<file path="src/rtl/tap_chain_pkg.sv">
// Shared definitions for the tap chain: tap-select width helper and the
// sentinel index used when tap_sel points past the last stage.
package tap_chain_pkg;

    localparam int TAP_NONE = -1;

    // A one-stage select port would otherwise collapse to zero bits.
    function automatic int tap_w(input int depth);
        return (depth > 2) ? $clog2(depth) : 1;
    endfunction

endpackage

</file>
<file path="src/rtl/tap_chain_stage.sv">
// One elastic register slice: loads the upstream word when the downstream
// path can make room, and drops its valid bit on flush while keeping data.
module tap_chain_stage #(
    parameter int WIDTH = 8
) (
    input  logic             CLK,
    input  logic             RESETN,
    input  logic             flush,
    input  logic             load,
    input  logic             up_valid,
    input  logic [WIDTH-1:0] up_data,
    output logic             valid,
    output logic [WIDTH-1:0] data
);

    always_ff @(posedge CLK) begin
        if (!RESETN) begin
            valid <= 1'b0;
            data  <= '0;
        end else if (flush) begin
            valid <= 1'b0;
        end else if (load) begin
            valid <= up_valid;
            if (up_valid) begin
                data <= up_data;
            end
        end
    end

endmodule

</file>
<file path="src/rtl/tap_chain_pipeline.sv">
// Elastic delay line of DEPTH stages with valid/ready, flush, a runtime
// tap onto any stage and a snapshot register fed from that tap.
module tap_chain_pipeline
    import tap_chain_pkg::*;
#(
    parameter  int WIDTH = 8,
    parameter  int DEPTH = 4,
    localparam int TAP_W = tap_w(DEPTH)
) (
    input  logic             CLK,
    input  logic             RESETN,
    input  logic             I_valid,
    output logic             I_ready,
    input  logic [WIDTH-1:0] I_data,
    output logic             O_valid,
    input  logic             O_ready,
    output logic [WIDTH-1:0] O_data,
    input  logic             flush,
    input  logic [TAP_W-1:0] tap_sel,
    output logic             tap_valid,
    output logic [WIDTH-1:0] tap_data,
    input  logic             snap_strobe,
    output logic             snap_valid,
    output logic [WIDTH-1:0] snap_data
);

    typedef struct packed {
        logic             v;
        logic [WIDTH-1:0] d;
    } stage_t;

    logic [DEPTH-1:0] vld_p;
    logic [WIDTH-1:0] dat_p [DEPTH];
    logic [DEPTH-1:0] rdy;
    logic             in_acc;
    int               sel_idx;
    stage_t           tap_st;

    // A stage can load when the consumer takes a word or any bubble sits at
    // or downstream of it; written flat so no signal feeds back on itself.
    always_comb begin
        for (int k = 0; k < DEPTH; k++) begin
            rdy[k] = O_ready;
            for (int j = k; j < DEPTH; j++) begin
                if (!vld_p[j]) begin
                    rdy[k] = 1'b1;
                end
            end
        end
    end

    assign I_ready = rdy[0] & ~flush;
    assign in_acc  = I_valid & I_ready;

    for (genvar k = 0; k < DEPTH; k++) begin : g_stage
        logic             up_v;
        logic [WIDTH-1:0] up_d;

        if (k == 0) begin : g_head
            assign up_v = in_acc;
            assign up_d = I_data;
        end else begin : g_body
            assign up_v = vld_p[k-1];
            assign up_d = dat_p[k-1];
        end

        tap_chain_stage #(.WIDTH(WIDTH)) u_stage (
            .CLK      (CLK),
            .RESETN   (RESETN),
            .flush    (flush),
            .load     (rdy[k]),
            .up_valid (up_v),
            .up_data  (up_d),
            .valid    (vld_p[k]),
            .data     (dat_p[k])
        );
    end

    assign O_valid = vld_p[DEPTH-1];
    assign O_data  = dat_p[DEPTH-1];

    // Selects past the last stage resolve to TAP_NONE and read as zero.
    assign sel_idx = (int'(tap_sel) < DEPTH) ? int'(tap_sel) : TAP_NONE;

    always_comb begin
        tap_st = '0;
        for (int k = 0; k < DEPTH; k++) begin
            if (sel_idx == k) begin
                tap_st.v = vld_p[k];
                tap_st.d = dat_p[k];
            end
        end
    end

    assign tap_valid = tap_st.v;
    assign tap_data  = tap_st.d;

    always_ff @(posedge CLK) begin
        if (!RESETN) begin
            snap_valid <= 1'b0;
            snap_data  <= '0;
        end else if (snap_strobe && !flush) begin
            snap_valid <= tap_st.v;
            snap_data  <= tap_st.d;
        end
    end

endmodule

</file>
<file path="config.mk">
export PLATFORM = sky130hd
export DESIGN_NAME = tap_chain_pipeline
export DESIGN_NICKNAME = d
export VERILOG_FILES = /design/src/rtl/tap_chain_pkg.sv /design/src/rtl/tap_chain_stage.sv /design/src/rtl/tap_chain_pipeline.sv
export SDC_FILE = /design/constraint.sdc
export NUM_CORES = 1
export LEC_CHECK = 0
export CAP_MARGIN = 20
export CORE_ASPECT_RATIO = 1.2
export CORE_MARGIN = 8
export CORE_UTILIZATION = 45
export CTS_CLUSTER_DIAMETER = 50
export DETAILED_ROUTE_END_ITERATION = 12
export HOLD_SLACK_MARGIN = 0.02
export PLACE_DENSITY = 0.7
export SYNTH_ARGS = -nofsm -noshare
export SYNTH_HDL_FRONTEND = slang
export SYNTH_SLANG_ARGS = --single-unit
export TNS_END_PERCENT = 5
</file>
<file path="constraint.sdc">
create_clock -name CLK -period 3.65 [get_ports CLK]
set_input_delay 0.73 -clock CLK [delete_from_list [all_inputs] [get_ports CLK]]
set_output_delay 0.73 -clock CLK [all_outputs]
set_load 0.02 [all_outputs]
</file>
==> results of run 1 <==
-- worst max-delay path, stage by stage --
cell and delay, ns:
clkdlybuf4s50_1 0.71, mux4_2 0.57, clkdlybuf4s50_1 0.57
-- final timing paths --
kind	cells past startpoint	start	slack, ns	to
setup / recovery	3	tap_sel[1]	0.34	tap_data[7]
hold / removal	2	snap_data[4]	0.46	snap_data[4]
setup reg to reg	3	g_stage[2].u_stage.valid	2.29	g_stage[0].u_stage.data[2]
hold reg to reg	2	snap_data[4]	0.46	snap_data[4]
-- placed cells by master, fill, tap and decap left out, drive strengths merged --
cell,netlist,routed
and2,1,1
bufinv,0,1
a21boi,24,24
dfxtp,45,45
nand3,24,24
buf,9,4
and3b,1,1
clkdlybuf4s50,0,43
nand2b,6,6
clkinvlp,0,1
nor2,7,7
a21oi,3,3
clkbuf,8,5
and4b,1,1
nand3b,1,1
nand2,25,25
clkinv,0,1
mux2i,8,8
o21ai,24,24
mux4,9,9
nand4b,1,1
o2bb2ai,9,9
nor2b,5,5
-- final cells by class --
class	count	area (sq um)
Tap cell	56	70.1
Clock buffer	5	68.8
Multi-Input combinational cell	149	1040
Timing Repair Buffer	47	460
Fill cell	395	1710
Clock inverter	3	46.3
Sequential cell	45	901
-- stage by stage --
| stage | hold WS (ns) | total power (uW) | cells | setup WS (ns) |
|---|---|---|---|---|
| 6_report | 0.460 | 966 | 305 | 0.342 |
| 5_1_grt | 0.485 | 998 | 305 | 0.280 |
| 4_1_cts | 0.464 | 971 | 305 | 0.317 |
| 3_5_place_dp | 0.452 | 591 | 297 | 0.317 |
| 3_3_place_gp | 0.447 | 591 | 297 | 0.342 |
| 2_1_floorplan | 0.445 | 557 | 211 | 1.39 |
-- power breakdown --
part	switching, uW	internal [uW]
combinational	35.2	41.3
sequential	5.91	497
clock	182	205
total	223	743
-- cells by family (layout without fill, tap and decap cells) --
kind of cell,after synthesis,count (layout)
AND/OR/NAND/NOR,72,72
flip-flops,45,45
multiplexers,17,17
AO/OA/AOI/OAI,60,60
buffers and inverters,17,55
-- layer usage --
layer / vias up / track usage
li1: 828 / -
met1: 790 / 0.176
met2: 47 / 0.225
met3: 8 / 0.0453
met4: 0 / 0.0619
met5: - / 0
-- sequential cells by signal (all words and copies together) (netlist names) --
| signal | flops |
|---|---|
| snap_valid | 1 |
| snap_data | 8 |
| g_stage.u_stage.data | 32 |
| g_stage.u_stage.valid | 4 |
==> impl_metrics.csv, run 1 <==
group,metric,value,unit
outcome,outcome,"complete, no violations",
drt,drc,0,
placement,dpl-instance-area,2470,sq um
critical_path,path_max_fanout,7,
synthesis,synthMuxAreaShare,0.139,
placement,place.gp.congestion,0.793,
critical_path,cp-start-kind,"input port",
cts,cts.sinks,45,
drt,firstDrtPassIters,4,
timing,fin_worst_skew,0.00312,ns
die,die_h,89.5,um
cts,ctsHtreeMaxLevel,2,
timing,setup_violations,0,
final_layout,design_area,2590,sq um
drt,maxUsedRoutingLayer,"met4",
die,dieWidth,77.3,um
final_layout,utilization,0.603,
pwr,p_leak,0.000850,uW
global_route,grt_usage,0.143,
synthesis,syn_inst,211,
timing,max-slew-margin-rel,0.548,
drt,met3_length,301,um
synthesis,ys_async_sr_fraction,0,
drt,wl_per_cell,15.9,um
die,fp-row-count,26,
pwr,power_density,373,nW/um^2
die,start_util,0.472,
synthesis,yosys.cell_count.top_type,"dfxtp_1",
cts,ctsResizeCount,0,
timing,rsz0062_at_grt,"no",
global_route,grt_pass1_vias,1554,
synthesis,synth_simple_gate_area_frac,0.175,
critical_path,crit_path_end_kind,"primary output",
synthesis,syn_area_per_cell,9.61,sq um
timing,finalCritPeriodShare,0.906,
cts,numCtsBuffers,5,
final_layout,fin_nets,264,
critical_path,cp.required,2.92,ns
drt,drt_wl_total,4850,um
global_route,antenna_found_initial,0,
cts,cts_buffer_depth,2,
synthesis,ys_ff_latch,45,
drt,detail-route-antenna-nets,0,
global_route,grt_pass1_wl,8010,um
worst_hold_path,hp-class,"flip-flop to flip-flop",
cts,cts_tree,"done",
synthesis,synth_top_cell_by_area,"dfxtp_1",
drt,viasPerCell,5.49,
synthesis,synth-seq-area-share,0.444,
synthesis,synthAdderAreaFrac,0,
global_route,overflow,0,
drt,drt-met1-wl,2250,um
synthesis,synthDistinctLibCells,24,
synthesis,ys.flop_type,"dfxtp_1",
synthesis,yosys.area.top_type_share,0.444,
synthesis,netlist_area,2030,sq um
cts,cts-hold-fix-buffers,0,
die,ioPinCount,44,
timing,tns,0,ns
die,core,4290,sq um
synthesis,synth_xor_area_frac,0,
pwr,max-vdd-ir-drop,185,uV
final_layout,flow.area_growth_from_synthesis,27.6,%
timing,drv_slew,0,
critical_path,crit_arrival,2.58,ns
synthesis,synth_compound_area_frac,0.200,
synthesis,netlist_top_cells_area,"dfxtp_1, mux4_2, a21boi_1",
die,die_area,6920,sq um
synthesis,synth_top_family_by_area,"compound AO/OA/AOI/OAI gates",
timing,tightest_slew,0.676,ns
drt,wl_met2,2200,um
synthesis,ys_warn_count,0,
drt,drtIter0Drc,90,
placement,place_hpwl,3670,um
synthesis,synth_edf_count,0,
timing,finalHoldViolations,0,
final_layout,layout-drive-gt1-share,0.0924,
synthesis,synth.net_count,227,
critical_path,critical_path_class,"input port to primary output",
final_layout,diodes,0,
cts,cts_root_buf,"clkbuf_8",
flow_run,maxCapViolCount,0,
placement,io_buffers,43,
timing,fmax,302,MHz
cts,clk_pin_slew,0.09,ns
cts,clk_latency,0.30,ns
cts,post_cts_buffers,0,
synthesis,synth_commonest_cells,"dfxtp_1, nand2_1, a21boi_1, nand3_1, o21ai_0",
timing,timing.final.crit_period,3.31,ns
drt,vias,1673,
global_route,grt_max_degree,32,
Power figures use the tool's default switching activity.
==> inputs of run 2 (changes only) <==
==> constraint.sdc (replaced) <==
create_clock -name CLK -period 4.2 [get_ports CLK]
set_input_delay 0.84 -clock CLK [delete_from_list [all_inputs] [get_ports CLK]]
set_output_delay 0.84 -clock CLK [all_outputs]
set_load 0.02 [all_outputs]
==> run 2 against run 1 <==
Against the previous run: largest cell class unchanged; sequential share of layout area up 0.69 points; critical path depth unchanged; count of clock-buffer cells in the layout up 1; worst hold slack better by 0.0015 ns; global-route usage up 0.27 points.
==> impl_metrics.csv, run 2 (synthesis results as in run 1) <==
group,metric,value,unit
final_layout,flow.area_growth_from_synthesis,25.2,%
global_route,grt_pass1_vias,1644,
drt,vias,1651,
pwr,power_density,302,nW/um^2
cts,clk_latency,0.29,ns
final_layout,largest-register,"g_stage.u_stage.data",
cts,cts_root_buf,"clkbuf_8",
timing,tightest_slew,0.689,ns
final_layout,final_cells,302,
drt,viasPerCell,5.47,
drt,detail-route-antenna-nets,0,
final_layout,diodes,0,
placement,io_buffers,43,
final_layout,fin_nets,261,
outcome,outcome,"complete, no violations",
die,ioPinCount,44,
drt,firstDrtPassIters,4,
timing,fmax,273,MHz
cts,cts_tree,"done",
placement,place_inst,294,
critical_path,cp-start-kind,"input port",
final_layout,layout-drive-gt1-share,0.0772,
worst_hold_path,hp-class,"flip-flop to flip-flop",
timing,tns,0,ns
critical_path,cp.required,3.36,ns
placement,place_hpwl,3680,um
timing,timing.final.crit_period,3.67,ns
pwr,p_leak,0.000818,uW
global_route,overflow,0,
timing,finalHoldViolations,0,
die,dieWidth,77.3,um
global_route,grt_usage,0.146,
cts,post_cts_buffers,0,
critical_path,critical_path_class,"input port to primary output",
die,die_area,6920,sq um
cts,numCtsBuffers,5,
drt,drt_wl_total,4890,um
cts,cts.sinks,45,
timing,max-slew-margin-rel,0.540,
flow_run,maxCapViolCount,0,
timing,setup_violations,0,
timing,hold_ws,0.462,ns
drt,drtIter0Drc,127,
critical_path,crit_arrival,2.83,ns
global_route,antenna_found_initial,0,
drt,drc,0,
global_route,grt_max_degree,41,
cts,clk_pin_slew,0.09,ns
final_layout,design_area,2540,sq um
global_route,grt_pass1_wl,8210,um
cts,ctsResizeCount,0,
cts,cts_buffer_depth,2,
timing,finalCritPeriodShare,0.873,
die,die_h,89.5,um
final_layout,mostFrequentLayoutCell,"dfxtp_1",
cts,cts-hold-fix-buffers,0,
pwr,max-vdd-ir-drop,168,uV
final_layout,top_regs,"g_stage.u_stage.data: 32 flops, snap_data: 8 flops, g_stage.u_stage.valid: 4 flops",
timing,rsz0062_at_grt,"no",
placement,place.gp.congestion,0.763,
drt,wl_per_cell,16.2,um
cts,ctsHtreeMaxLevel,2,
pwr,p_total,766,uW
die,start_util,0.472,
placement,dpl-instance-area,2450,sq um
timing,fin_worst_skew,0.00673,ns
critical_path,crit_path_end_kind,"primary output",
die,fp-row-count,26,
final_layout,layout_common_cells,"dfxtp_1, clkdlybuf4s50_1, nand2_1, nand3_1, a21boi_1",
timing,drv_slew,0,
die,core,4290,sq um
critical_path,path_max_fanout,9,
final_layout,largest_register_ffs,32,
==> run 2: cell count changes in the layout (fill, tap and decap cells not counted) <==
| cell | change |
|---|---|
| clkbuf_1 | +1 |
| buf_4 | -3 |
| bufinv_16 | -1 |
| clkinv_4 | -1 |
| clkinvlp_4 | +1 |
==> run 2: final timing paths <==
kind                            start                          to  slack, ns  depth (start not counted)
max                        tap_sel[0]                 tap_data[4]       0.53                          3
min                      snap_data[4]                snap_data[4]       0.46                          2
max reg2reg  g_stage[2].u_stage.valid  g_stage[0].u_stage.data[0]       2.82                          3
min reg2reg              snap_data[4]                snap_data[4]       0.46                          2
==> run 2: where the power goes <==
part | total (uW) | leakage, uW | internal, uW | switching (uW)
clock network | 264 | 0.0000374 | 117 | 147
registers | 437 | 0.000364 | 432 | 5.20
logic | 64.2 | 0.000417 | 34.2 | 30.0
total | 766 | 0.000818 | 583 | 182
==> run 2: area by class of cell <==
| type | instances | area, sq um |
|---|---|---|
| Timing Repair Buffer | 44 | 438 |
| Fill cell | 400 | 1760 |
| Clock buffer | 6 | 72.6 |
| Multi-Input combinational cell | 149 | 1040 |
| Sequential cell | 45 | 901 |
| Tap cell | 56 | 70.1 |
| Clock inverter | 2 | 15.0 |
==> run 2: routing by layer <==
metal | wire length, um | global-route usage | share of wire
met1 | 2200 | 0.179 | 0.45
met2 | 2340 | 0.238 | 0.48
met3 | 331 | 0.0453 | 0.068
met4 | 27 | 0.0464 | 0.0055
met5 | 0 | 0 | 0
==> run 2: worst max-delay path, stage by stage <==
cell             delay (ns)
clkdlybuf4s50_1        0.82
mux4_2                 0.60
clkdlybuf4s50_1        0.56
==> run 2: metrics by stage <==
step | setup WS [ns] | utilization
floorplan | 1.72 | -
global placement | 0.531 | 0.571
detailed placement | 0.509 | 0.571
CTS | 0.505 | 0.591
global route | 0.437 | 0.591
finish | 0.535 | 0.591
